$ cat config.mk
export PLATFORM = sky130hd
export DESIGN_NAME = fir_arbiter
export DESIGN_NICKNAME = d
export VERILOG_FILES = /design/src/rtl/fir_arbiter.sv
export SDC_FILE = /design/constraint.sdc
export NUM_CORES = 1
export LEC_CHECK = 0
export CAP_MARGIN = 20
export CORE_MARGIN = 2
export CORE_UTILIZATION = 42
export CTS_CLUSTER_SIZE = 24
export DETAILED_ROUTE_END_ITERATION = 10
export HOLD_SLACK_MARGIN = 0.1
export PLACE_DENSITY = 0.77
export SYNTH_ARGS = -nofsm -noshare
export SYNTH_HDL_FRONTEND = slang
export SYNTH_SLANG_ARGS = --single-unit
export TNS_END_PERCENT = 20
$ cat constraint.sdc
create_clock -name clk -period 2.3 [get_ports clk]
set_clock_uncertainty 0.2 [all_clocks]
set_input_delay 0.46 -clock clk [delete_from_list [all_inputs] [get_ports clk]]
set_output_delay 0.46 -clock clk [all_outputs]
set_load 0.02 [all_outputs]
$ cat src/rtl/fir_arbiter.sv
// fir_arbiter: two-channel round-robin front end for a single shared FIR engine.
// Takes one sample at a time, launches the engine with a one-cycle start pulse,
// waits ENG_LAT cycles and returns the result tagged with its owning channel.
module fir_arbiter #(
   parameter int DW      = 16,
   parameter int ENG_LAT = 8
) (
   input  logic          clk,
   input  logic          rst_n,
   input  logic          s0_valid,
   input  logic [DW-1:0] s0_data,
   output logic          s0_ready,
   input  logic          s1_valid,
   input  logic [DW-1:0] s1_data,
   output logic          s1_ready,
   input  logic [1:0]    ch_en,
   output logic          eng_start,
   output logic [DW-1:0] eng_x,
   input  logic [DW-1:0] eng_y,
   output logic          m_valid,
   output logic          m_ch,
   output logic [DW-1:0] m_data,
   output logic          busy
);

   typedef enum logic [1:0] {IDLE, START, WAIT} state_t;

   state_t        state;
   logic [7:0]    cnt;
   logic          last_grant;
   logic          pend_ch;
   logic          c0, c1, gnt, hs;
   logic [DW-1:0] sel_data;

   // Candidates exist only in IDLE; on a tie the channel not served last wins.
   always_comb begin
      c0       = (state == IDLE) & s0_valid & ch_en[0];
      c1       = (state == IDLE) & s1_valid & ch_en[1];
      gnt      = (c0 & c1) ? ~last_grant : c1;
      s0_ready = c0 & ~gnt;
      s1_ready = c1 & gnt;
      hs       = c0 | c1;
      sel_data = gnt ? s1_data : s0_data;
      busy     = (state != IDLE);
   end

   // Sequencer: accept, pulse the engine, count down its latency, emit the result.
   always_ff @(posedge clk or negedge rst_n) begin
      if (!rst_n) begin
         state      <= IDLE;
         cnt        <= '0;
         last_grant <= 1'b1;
         pend_ch    <= 1'b0;
         eng_start  <= 1'b0;
         eng_x      <= '0;
         m_valid    <= 1'b0;
         m_ch       <= 1'b0;
         m_data     <= '0;
      end else begin
         eng_start <= 1'b0;
         m_valid   <= 1'b0;
         case (state)
            IDLE: begin
               if (hs) begin
                  eng_x      <= sel_data;
                  pend_ch    <= gnt;
                  last_grant <= gnt;
                  eng_start  <= 1'b1;
                  state      <= START;
               end
            end
            START: begin
               cnt   <= 8'(ENG_LAT - 1);
               state <= WAIT;
            end
            WAIT: begin
               if (cnt == 8'd0) begin
                  // eng_y is valid in this cycle; pass it through untouched
                  m_data  <= eng_y;
                  m_ch    <= pend_ch;
                  m_valid <= 1'b1;
                  state   <= IDLE;
               end else begin
                  cnt <= cnt - 8'd1;
               end
            end
            default: state <= IDLE;
         endcase
      end
   end

endmodule

* Word-level counts from Yosys, hierarchy flattened
Index checks and enable logic that the tools add are counted.
** Word-level totals
- Output and inout port bits :: 38
- Register bits after elaboration :: 47
- Input port bits :: 54
- Logic and storage cells :: 44
** Operators by class
- $add $sub $neg :: 1
- Eq/ne operators :: 5
- Reductions and logical operators :: 8
- Mux-type cells :: 11
- Bitwise operators :: 10
** Operators by type and width (count)
- 16-bit 2-to-1 mux :: 1
- 8-bit case mux with 2 select lines :: 1
- 8-bit zero test :: 1
- 8-bit 2-to-1 mux :: 1
- 2-bit AND reduction :: 4
- 8-bit by 1-bit subtractor with 8-bit output (second input constant) :: 1
- 1-bit AND :: 7
- 2-bit != test (second input constant) :: 3
- 2-bit case mux with 3 select lines :: 1
- 1-bit 2-to-1 mux :: 5
- 2-bit 2-to-1 mux :: 2
- 2-bit nonzero test :: 2
- 2-bit by 1-bit equality test with 1-bit output (second input constant) :: 1
- 2-bit equality test (second input constant) :: 1
- 2-bit zero test :: 1
- 1-bit NOT :: 2
- 1-bit OR :: 1

* Logic depth before layout (Yosys ltp)
Gate-level depths: netlist (run 1).
- Depth in word-level cells :: 7
- Mapped depth :: 6
- Depth with buffers taken out :: 6

* Worst setup path before layout (run 1)
No wires, ideal clock.
- Path type :: flip-flop to output port
- From :: register last_grant
- To :: output port s0_ready
- Required time :: 1640 ps
- Path slack :: 0 ps
- Arrival :: 1640 ps
- Cell stages (with the launch flop) :: 7
- Path through :: dfstp_2 nand3_1 nand4_1 buf_2 buf_2 inv_1 nor2_1
** Between the ends
- Cells in the longest elaborated chain, start to end :: 4
** Ends and longest elaborated chain
- from (decl) :: line 30 : logic last_grant;
- from (signal assigned) :: line 67 : last_grant <= gnt;
- 1-bit NOT :: line 39 : gnt = (c0 & c1) ? ~last_grant : c1;
- 1-bit 2-to-1 mux :: line 39
- 1-bit NOT :: line 40 : s0_ready = c0 & ~gnt;
- 1-bit AND :: line 40
- to (decl) :: line 12 : output logic s0_ready,
No other way between the ends.

* Worst setup path after layout (run 1)
- From :: register cnt[0]
- To :: register cnt[2]
** Between the ends
- Cells in the longest elaborated chain, start to end :: 3
- Elaborated cells between the ends (all ways) :: 6
- Those cells by class :: 1 x add/sub; 1 x eq/ne; 2 x mux; 2 x reduce/logical
** Ends and longest elaborated chain
- from (decl) :: line 29 : logic [7:0] cnt;
- from (signal assigned) :: line 73 : cnt <= 8'(ENG_LAT - 1);
- from (signal assigned) :: line 84 : cnt <= cnt - 8'd1;
- 8-bit by 1-bit subtractor with 8-bit output / 8-bit zero test (equally long branches) :: line 84, 77
- 8-bit 2-to-1 mux / 2-bit != test (equally long branches)
- 8-bit case mux with 2 select lines / 2-bit AND reduction (equally long branches)
Several ways; a longest one is shown, not always the timed one. The select of a mux whose other input is x is not followed.
A chain may end at the register's enable or synchronous reset.

==> impl_results.md, run 1 <==
- Top FF cell, synth: dfrtp_1
- Input/output buffers: 91
- Maximum vdd drop: approximately 0.73 mV
- Crit path arrival time: 2.17 ns
- CP required: 2.29 ns
- Main area contributors after synthesis: dfrtp_1, mux2_2, mux2i_1
- Worst Max-Slew Pin Slew: between 0.5 and 0.6 ns
- Vias per cell: between 4 and 5
- Synth async-reset ratio: between 90% and 100%
- Yosys reg bits: 47
- Total chip power: 3910 uW
- CTS tree: done
- Clk root buf: clkbuf_8
- Horiz. Die Dim: around 76 um
- Design area: between 3000 and 4000 um2
- Clock-pin slew on the worst setup and hold paths: around 0.09 ns
- DIE AREA: roughly 5800 um2
- CTS Buf Count: 5
- I/O pin count: 92
- Rows: 26
- Final ANT Viol Nets: 0
- Slew Viols, Final: 0
- Max-cap violations: 0
- Share of layout cells above drive strength 1: 15.8%
- Pleak: 0.00146 uW
- Dpl hpwl: roughly 3.6 mm
- Setup violators final: 0
- Rel. slew slack: roughly three fifths
- Final setup margin: approximately 0.11 ns
- Post-synth EDFFs: 0
- Die Y: about 76 um
- Fmax: roughly 460 MHz
- Syn_nets: 243
- Final Cycle Share: between 90% and 100%
- GPL Wtd Cong: 0.806
- Place WS: -0.277 ns
- Post-synthesis instance total: between 150 and 200
- RSZ-0062 raised after global routing: false
- Initial core utilization: 43.0%
- Synthesis-to-finish area growth: 51.5%
- Post-DP Area: approximately 3200 um2
- Register area share after synthesis: between 50% and 60%
- Vias in the first global route: 1712
- Yosys top cell area share: a little over half
- Final worst path period need: 2.19 ns
- Avg WL per Cell: between 10 and 15 um
- Post-synth design cell area: 2170 um2
- Core area: 5040 um2
- Final nets: 340
- Yosys cell types: 33
- DR iter-0 viols: 56
- Crit path launch type: flip-flop
- Clock tree sinks: 47
- Yosys warning count: 0
- Post-Route WL: 4.84 mm
- Hold Violations, Final: 0
- Clock buffer depth: 2
- N_diodes: 0
- Residual DRC: 0
- GRT Total Usage: between 10% and 20%
- Fin Hold WS: roughly 0.27 ns
- First-pass GRT wire length: 7.64 mm
- Grt ovf: 0
- Initial antenna violation count: 0
- Outcome: complete, no violations
- Iteration count of the initial detailed-routing pass: 4
- Clock H-tree levels: 2
- CP endpoint kind: flip-flop
- Synth area leader: dfrtp_1
- Setup TNS: 0 ns
- Type of the worst setup path: flip-flop to flip-flop
- Via total after detailed routing: around 1700
- Post-CTS setup buffers: 0
- Syn avg cell area: between 10 and 15 um2
- Power Density: around 1200 nW/um2
- Clock Latency Late Sink: 0.29 ns
- Hold Crit Class: flip-flop to flip-flop
- CP max FO: 5
- Largest net degree at the start of global routing: between 40 and 50
## cells in the mapped netlist, types with 2 or more instances
cell	count
clkbuf_1	5
nand4_1	3
a32o_1	2
inv_1	8
nand2_1	7
nor2_1	24
dfrtp_1	46
a21oi_1	19
mux2i_1	19
ha_1	2
buf_2	3
nand3_1	8
o21ai_0	3
a211oi_1	2
mux2_2	18
## stage by stage
| step | util [%] | instances |
|---|---|---|
| after floorplan | - | 187 |
| after global placement | 62.9 | 345 |
| after detailed placement | 62.9 | 345 |
| after CTS | 65.0 | 354 |
| after global routing | 65.2 | 355 |
| final | 65.2 | 355 |
## timing repair
| action | 4_1_cts | 5_1_grt |
|---|---|---|
| endpoints found under the hold margin | 46 | 0 |
| endpoints found under the setup margin | 3 | 2 |
| hold buffers | 1 | 0 |
| gates resized for setup | 4 | 3 |
## kinds of logic after synthesis
group                    after synthesis  share of synthesized area, %
AND/OR/NAND/NOR                       52                          13.3
adder cells (fa/ha/maj)                2                          1.15
flip-flops                            47                          54.3
AO/OA/AOI/OAI                         32                          9.98
buffers and inverters                 17                          3.17
multiplexers                          37                          18.1
## layer usage
metal	vias to the layer above	part of all wire (%)	GRT usage (%)
met1	807	40	21.7
met2	63	49	28.1
met4	0	0.72	4.68
met3	5	10	8.99
met5	-	0	0
li1	863	-	-
## sequential cells by signal, indices dropped and copies added, names as in the netlist
name / count
eng_x: 16
m_data: 16
cnt: 8
state: 2
eng_start: 1
last_grant: 1
m_ch: 1
m_valid: 1
pend_ch: 1
## where the power goes
part | switching, uW | internal [uW]
sequential | 251 | 1200
clock | 279 | 246
combinational | 969 | 973
## worst max-delay path: stages, from the launching register on
cell and delay, ns:
dfrtp_1 0.43, inv_1 0.10, ha_1 0.21, or4b_4 0.50
o41ai_4 0.29, nor2_2 0.05, a221o_1 0.29
## final timing paths
path	to	from	depth (start not counted)	slack [ns]
min in group asynchronous	m_data[7]	rst_n	3	0.57
max reg2reg	cnt[2]	cnt[0]	6	0.11
min reg2reg	pend_ch	pend_ch	2	0.27
min	pend_ch	pend_ch	2	0.27
max	cnt[2]	cnt[0]	6	0.11
max in group asynchronous	cnt[4]	rst_n	3	0.92
## layout make-up
cell class,count,area (um2)
clock inverter,2,16.3
inverter,8,30.0
tap,70,87.6
timing repair buffer,99,965
fill,411,1760
multi-input combinational,123,927
sequential,47,1180
clock buffer,6,82.6
## placed cells by master, fill, tap and decap left out, drive strengths merged, types with 2 or more instances in the layout
cell	count
mux2	18
o21ai	3
a21oi	19
inv	8
a32o	2
clkdlybuf4s50	87
ha	2
nand3	9
nand2	7
a211oi	2
nand4	3
buf	8
nor2	25
clkbuf	8
mux2i	19
dfrtp	46
Note: power is estimated with default switching activity, not from simulation.
==> run 2: changes to the inputs <==
--- a/config.mk
+++ b/config.mk
@@ -5,13 +5,14 @@
 export SDC_FILE = /design/constraint.sdc
 export NUM_CORES = 1
 export LEC_CHECK = 0
+export ABC_AREA = 1
 export CAP_MARGIN = 20
 export CORE_MARGIN = 2
-export CORE_UTILIZATION = 42
+export CORE_UTILIZATION = 43
 export CTS_CLUSTER_SIZE = 24
 export DETAILED_ROUTE_END_ITERATION = 10
 export HOLD_SLACK_MARGIN = 0.1
-export PLACE_DENSITY = 0.77
+export PLACE_DENSITY = 0.78
 export SYNTH_ARGS = -nofsm -noshare
 export SYNTH_HDL_FRONTEND = slang
 export SYNTH_SLANG_ARGS = --single-unit
==> impl_results.md, run 2 <==
- Top FF cell, synth: dfrtp_1
- Input/output buffers: 91
- Fmax: 449 MHz
- Register area share after synthesis: between 50 and 60%
- Setup violators final: 0
- Clock-pin slew on the worst setup and hold paths: roughly 0.080 ns
- GRT Total Usage: 20.8%
- Residual DRC: 0
- GPL Wtd Cong: between 0.8 and 0.9
- Type of the worst setup path: input port to output pin
- Regs by FF count: eng_x x16, m_data x16, cnt x8
- Clock buffer depth: 2
- Horiz. Die Dim: between 70 and 80 um
- Vias per cell: about 4.7
- Avg WL per Cell: 12.1 um
- CTS Buf Count: 5
- Iteration count of the initial detailed-routing pass: 4
- Dpl hpwl: between 4 and 5 mm
- Crit path launch type: input port
- Fin Hold WS: ~0.28 ns
- Clock tree sinks: 47
- CTS tree: done
- Share of layout cells above drive strength 1: approximately 8.3%
- Rows: 26
- Final nets: roughly 440
- Pleak: roughly 0.0017 uW
- CP required: roughly 1.6 ns
- DR iter-0 viols: slightly below 100
- Power Density: between 1000 and 1500 nW/um2
- Grt ovf: 0
- Syn avg cell area: 8.09 um2
- Post-synthesis instance total: ~290
- Initial core utilization: 44.9%
- Final Cycle Share: a little under 100%
- Most common cell in the netlist: nand2_1
- Synth async-reset ratio: 100%
- Largest net degree at the start of global routing: 31
- I/O pin count: between 90 and 100
- Clock H-tree levels: 2
- Clk root buf: clkbuf_8
- Synth area leader: dfrtp_1
- CP max FO: 2
- Crit path arrival time: roughly 1.6 ns
- Worst Max-Slew Pin Slew: around 0.44 ns
- Rel. slew slack: about 70%
- Vias in the first global route: 2250
- Top cells by count, synth: nand2_1, dfrtp_1, inv_1
- Syn_nets: around 340
- Setup TNS: 0 ns
- Yosys warning count: 0
- Outcome: complete, no violations
- Synthesis-to-finish area growth: 49.1%
- Most frequent cells in the layout: nand2_1, clkdlybuf4s50_1, dfrtp_1
- DIE AREA: between 5000 and 6000 um2
- First-pass GRT wire length: slightly above 10 mm
- Max-cap violations: 0
- Main area contributors after synthesis: dfrtp_1, nand2_1, nand3_1
- Post-CTS setup buffers: 0
- Post-Route WL: about 5.5 mm
- Hold Violations, Final: 0
- Core area: 5140 um2
- Final worst path period need: about 2.2 ns
- Final ANT Viol Nets: 0
- Most common cell after layout, fill and taps aside: nand2_1
- N_diodes: 0
- CP endpoint kind: output pin
- Clock Latency Late Sink: around 0.29 ns
- Via total after detailed routing: about 2100
- RSZ-0062 raised after global routing: false
- Post-synth EDFFs: 0
- Maximum vdd drop: between 0.5 and 0.6 mV
- Initial antenna violation count: 0
- Yosys cell types: 21
- Post-synth design cell area: 2310 um2
- Hold Crit Class: flip-flop to flip-flop
- Slew Viols, Final: 0
- Yosys top cell area share: 49.9%
- Die Y: 77.2 um
- Yosys reg bits: 47
==> run 2: worst paths after layout <==
kind,from,end,slack (ns),cells after the start
max,ch_en[1],s1_ready,0.07,6
min,m_data[0],m_data[0],0.28,2
max reg2reg,cnt[0],m_data[14],0.52,8
min reg2reg,m_data[0],m_data[0],0.28,2
max in group asynchronous,rst_n,m_data[2],0.97,3
min in group asynchronous,rst_n,eng_x[7],0.42,2
==> run 2: what timing repair did <==
action	in CTS	in global routing
hold buffers	1	0
resized for setup	4	2
endpoints found under the setup margin	2	2
hold endpoints to repair	16	0
==> run 2: worst max-delay path, cell delays in order <==
cell,delay (ns)
clkdlybuf4s50_1,0.47
nand2_2,0.10
nor2_8,0.13
nand2_4,0.06
inv_2,0.06
clkdlybuf4s15_1,0.29
==> run 2: cells by family after synthesis <==
| family | after synthesis | synth area share [%] |
|---|---|---|
| flops | 47 | 51.1 |
| fa+ha+maj | 2 | 1.09 |
| buf+inv | 38 | 7.32 |
| xor+xnor | 3 | 1.14 |
| simple gates | 185 | 36.7 |
| compound gates | 10 | 2.66 |
==> run 2: through the flow <==
stage          cells  util [%]  power (uW)  worst slack [ns]  area [um2]
3_5_place_dp     448      64.7        3560            -0.282        3330
2_1_floorplan    285         -        2610             0.247        2310
4_1_cts          456      66.9        4150            0.0116        3440
6_report         456      66.9        4110            0.0707        3440
3_3_place_gp     448      64.7        3510            -0.255        3330
5_1_grt          456      66.9        4450            0.0114        3440
==> run 2: area by class of cell <==
cell class              instances  area (um2)
flip-flops and latches         47        1180
fillers                       467        1700
repair buffers                101         991
multi-input cells             200         962
inverters                      31         116
clock inverters                 1        30.0
clock buffers                   6        72.6
well taps                      70        87.6
==> run 2: report_power, final <==
group | switching [uW] | internal (uW)
Sequential | 221 | 1210
Clock | 257 | 319
Combinational | 1170 | 937
Total | 1650 | 2460
==> run 2: per-layer routing <==
metal	vias to the layer above	routed length [um]	GRT usage [%]
li1	1077	-	-
met1	963	2290	25.2
met2	83	2640	35.2
met3	5	502	6.59
met4	0	59	6.61
met5	-	0	0
==> run 3: changes to the inputs <==
--- a/config.mk
+++ b/config.mk
@@ -7,7 +7,7 @@
 export LEC_CHECK = 0
 export ABC_AREA = 1
 export CAP_MARGIN = 20
-export CORE_MARGIN = 2
+export CORE_MARGIN = 4
 export CORE_UTILIZATION = 43
 export CTS_CLUSTER_SIZE = 24
 export DETAILED_ROUTE_END_ITERATION = 10
==> impl_results.md, run 3 (synthesis gave the netlist of run 2 again) <==
- Final setup margin: between 0.06 and 0.07 ns
- Residual DRC: 0
- GRT Total Usage: about 18%
- Power Density: roughly 1200 nW/um2
- DR iter-0 viols: 71
- CTS Buf Count: 5
- Crit path arrival time: between 1.5 and 2 ns
- Avg WL per Cell: ~12 um
- Rows: 26
- Vias per cell: ~4.7
- Hold Crit Class: flip-flop to flip-flop
- Input/output buffers: between 90 and 100
- Final worst path period need: around 2.2 ns
- CP required: roughly 1.6 ns
- Slew Viols, Final: 0
- Worst Max-Slew Pin Slew: roughly 0.34 ns
- Initial core utilization: roughly 45%
- Maximum vdd drop: 0.671 mV
- Clock-pin slew on the worst setup and hold paths: about 0.09 ns
- Final ANT Viol Nets: 0
- Hold Violations, Final: 0
- Critical path startpoint: ch_en[1]
- Setup TNS: 0 ns
- N_diodes: 0
- Setup violators final: 0
- GPL Wtd Cong: around 0.8
- Final Cycle Share: 97.0%
- Max-cap violations: 0
- Clock power share: 12.7%
- Switching Fraction: 41.3%
- Total chip power: ~4000 uW
- Type of the worst setup path: input port to output pin
- I/O pin count: ~90
- Clock Latency Late Sink: between 0.2 and 0.3 ns
- Most common cell after layout, fill and taps aside: nand2_1
- Clk root buf: clkbuf_8
- Clock H-tree levels: 2
- P_int: between 2000 and 2500 uW
- Post-Route WL: around 5.7 mm
- Share of layout cells above drive strength 1: approximately 8.3%
- Clock buffer depth: 2
- Rel. slew slack: 77.1%
- CTS tree: done
- Switch Pwr: approximately 1700 uW
- HP Start: last_grant
- Crit path launch type: input port
- RR Startpoint: cnt[0]
- Largest net degree at the start of global routing: 24
- Dpl hpwl: about 4.3 mm
- DIE AREA: about 6600 um2
- Fmax: 448 MHz
- Final nets: approximately 440
- Iteration count of the initial detailed-routing pass: 4
- First-pass GRT wire length: 9.33 mm
- Vias in the first global route: between 2000 and 2500
- CP endpoint kind: output pin
- Outcome: complete, no violations
- RSZ-0062 raised after global routing: false
- Post-DP Area: ~3300 um2
- Most frequent cells in the layout: nand2_1, clkdlybuf4s50_1, dfrtp_1
- Die Y: around 80 um
- Combinational share of power: slightly above 50%
- CP max FO: 2
- Initial antenna violation count: 0
- Fill cell count: 436
- Design area: about 3400 um2
- Synthesis-to-finish area growth: 47.9%
- Regs by FF count: eng_x x16, m_data x16, cnt x8
- Pleak: 0.00170 uW
- Post-CTS setup buffers: 0
- Horiz. Die Dim: 81.2 um
- Via total after detailed routing: between 2000 and 2500
- FF-to-FF setup slack: roughly 0.48 ns
- Core area: a little over 5000 um2
- Place WS: -0.290 ns
- Clock tree sinks: 47
- Register share of total power: ~35%
- Grt ovf: 0
-- run 3: cell types whose count changed in the layout (fill, tap and decap cells not counted), sizes merged --
cell | previous run | this run
buf | 10 | 9
bufinv | 1 | 0
clkbuf | 7 | 8
clkinv | 0 | 1
-- run 3: stage by stage --
step | hold WS [ns] | utilization [%] | instances
2_1_floorplan | -0.0356 | - | 285
3_3_place_gp | 0.100 | 64.3 | 447
3_5_place_dp | 0.105 | 64.3 | 447
4_1_cts | 0.285 | 66.4 | 456
5_1_grt | 0.305 | 66.3 | 456
6_report | 0.280 | 66.3 | 456
-- run 3: per-layer routing --
layer	wire [um]	track usage (%)	up-vias
met2	2640	29.0	76
met5	0	0	-
met4	42	5.07	0
li1	-	-	1081
met3	549	6.98	6
met1	2420	22.8	960
-- run 3: final timing paths --
kind | end | cells after the start
worst max register to register | m_data[7] | 8
worst max-delay path | s1_ready | 6
max in group asynchronous | m_data[3] | 3
min in group asynchronous | eng_x[11] | 2
worst min-delay path | last_grant | 2
worst min register to register | last_grant | 2
-- run 3: what timing repair did --
action                                  4_1_cts  5_1_grt
gates resized for setup                       4        2
hold buffers                                  1        0
hold endpoints to repair                     39        0
endpoints found under the setup margin        2        2
-- run 3: power by group through the flow --
| stage | combinational [uW] | clock, uW | sequential, uW |
|---|---|---|---|
| after CTS | 2130 | 529 | 1430 |
| after detailed placement | 2120 | 0 | 1440 |
| after global placement | 2070 | 0 | 1430 |
| after global routing | 2320 | 565 | 1480 |
| after floorplan | 819 | 0 | 1790 |
| final | 2100 | 513 | 1430 |
-- run 3: area by class of cell --
type	count	area (um2)	share of cell area (%)
well taps	70	87.6	2.57
inverters	31	116	3.41
multi-input cells	200	962	28.2
flip-flops and latches	47	1180	34.5
clock buffers	7	86.3	2.53
clock inverters	1	8.76	0.257
repair buffers	100	971	28.5
-- run 3: worst max-delay path: stages --
cell and delay [ns]:
clkdlybuf4s50_1 0.47, nand2_2 0.10, nor2_8 0.14, nand2_4 0.06, inv_2 0.05, clkdlybuf4s15_1 0.29
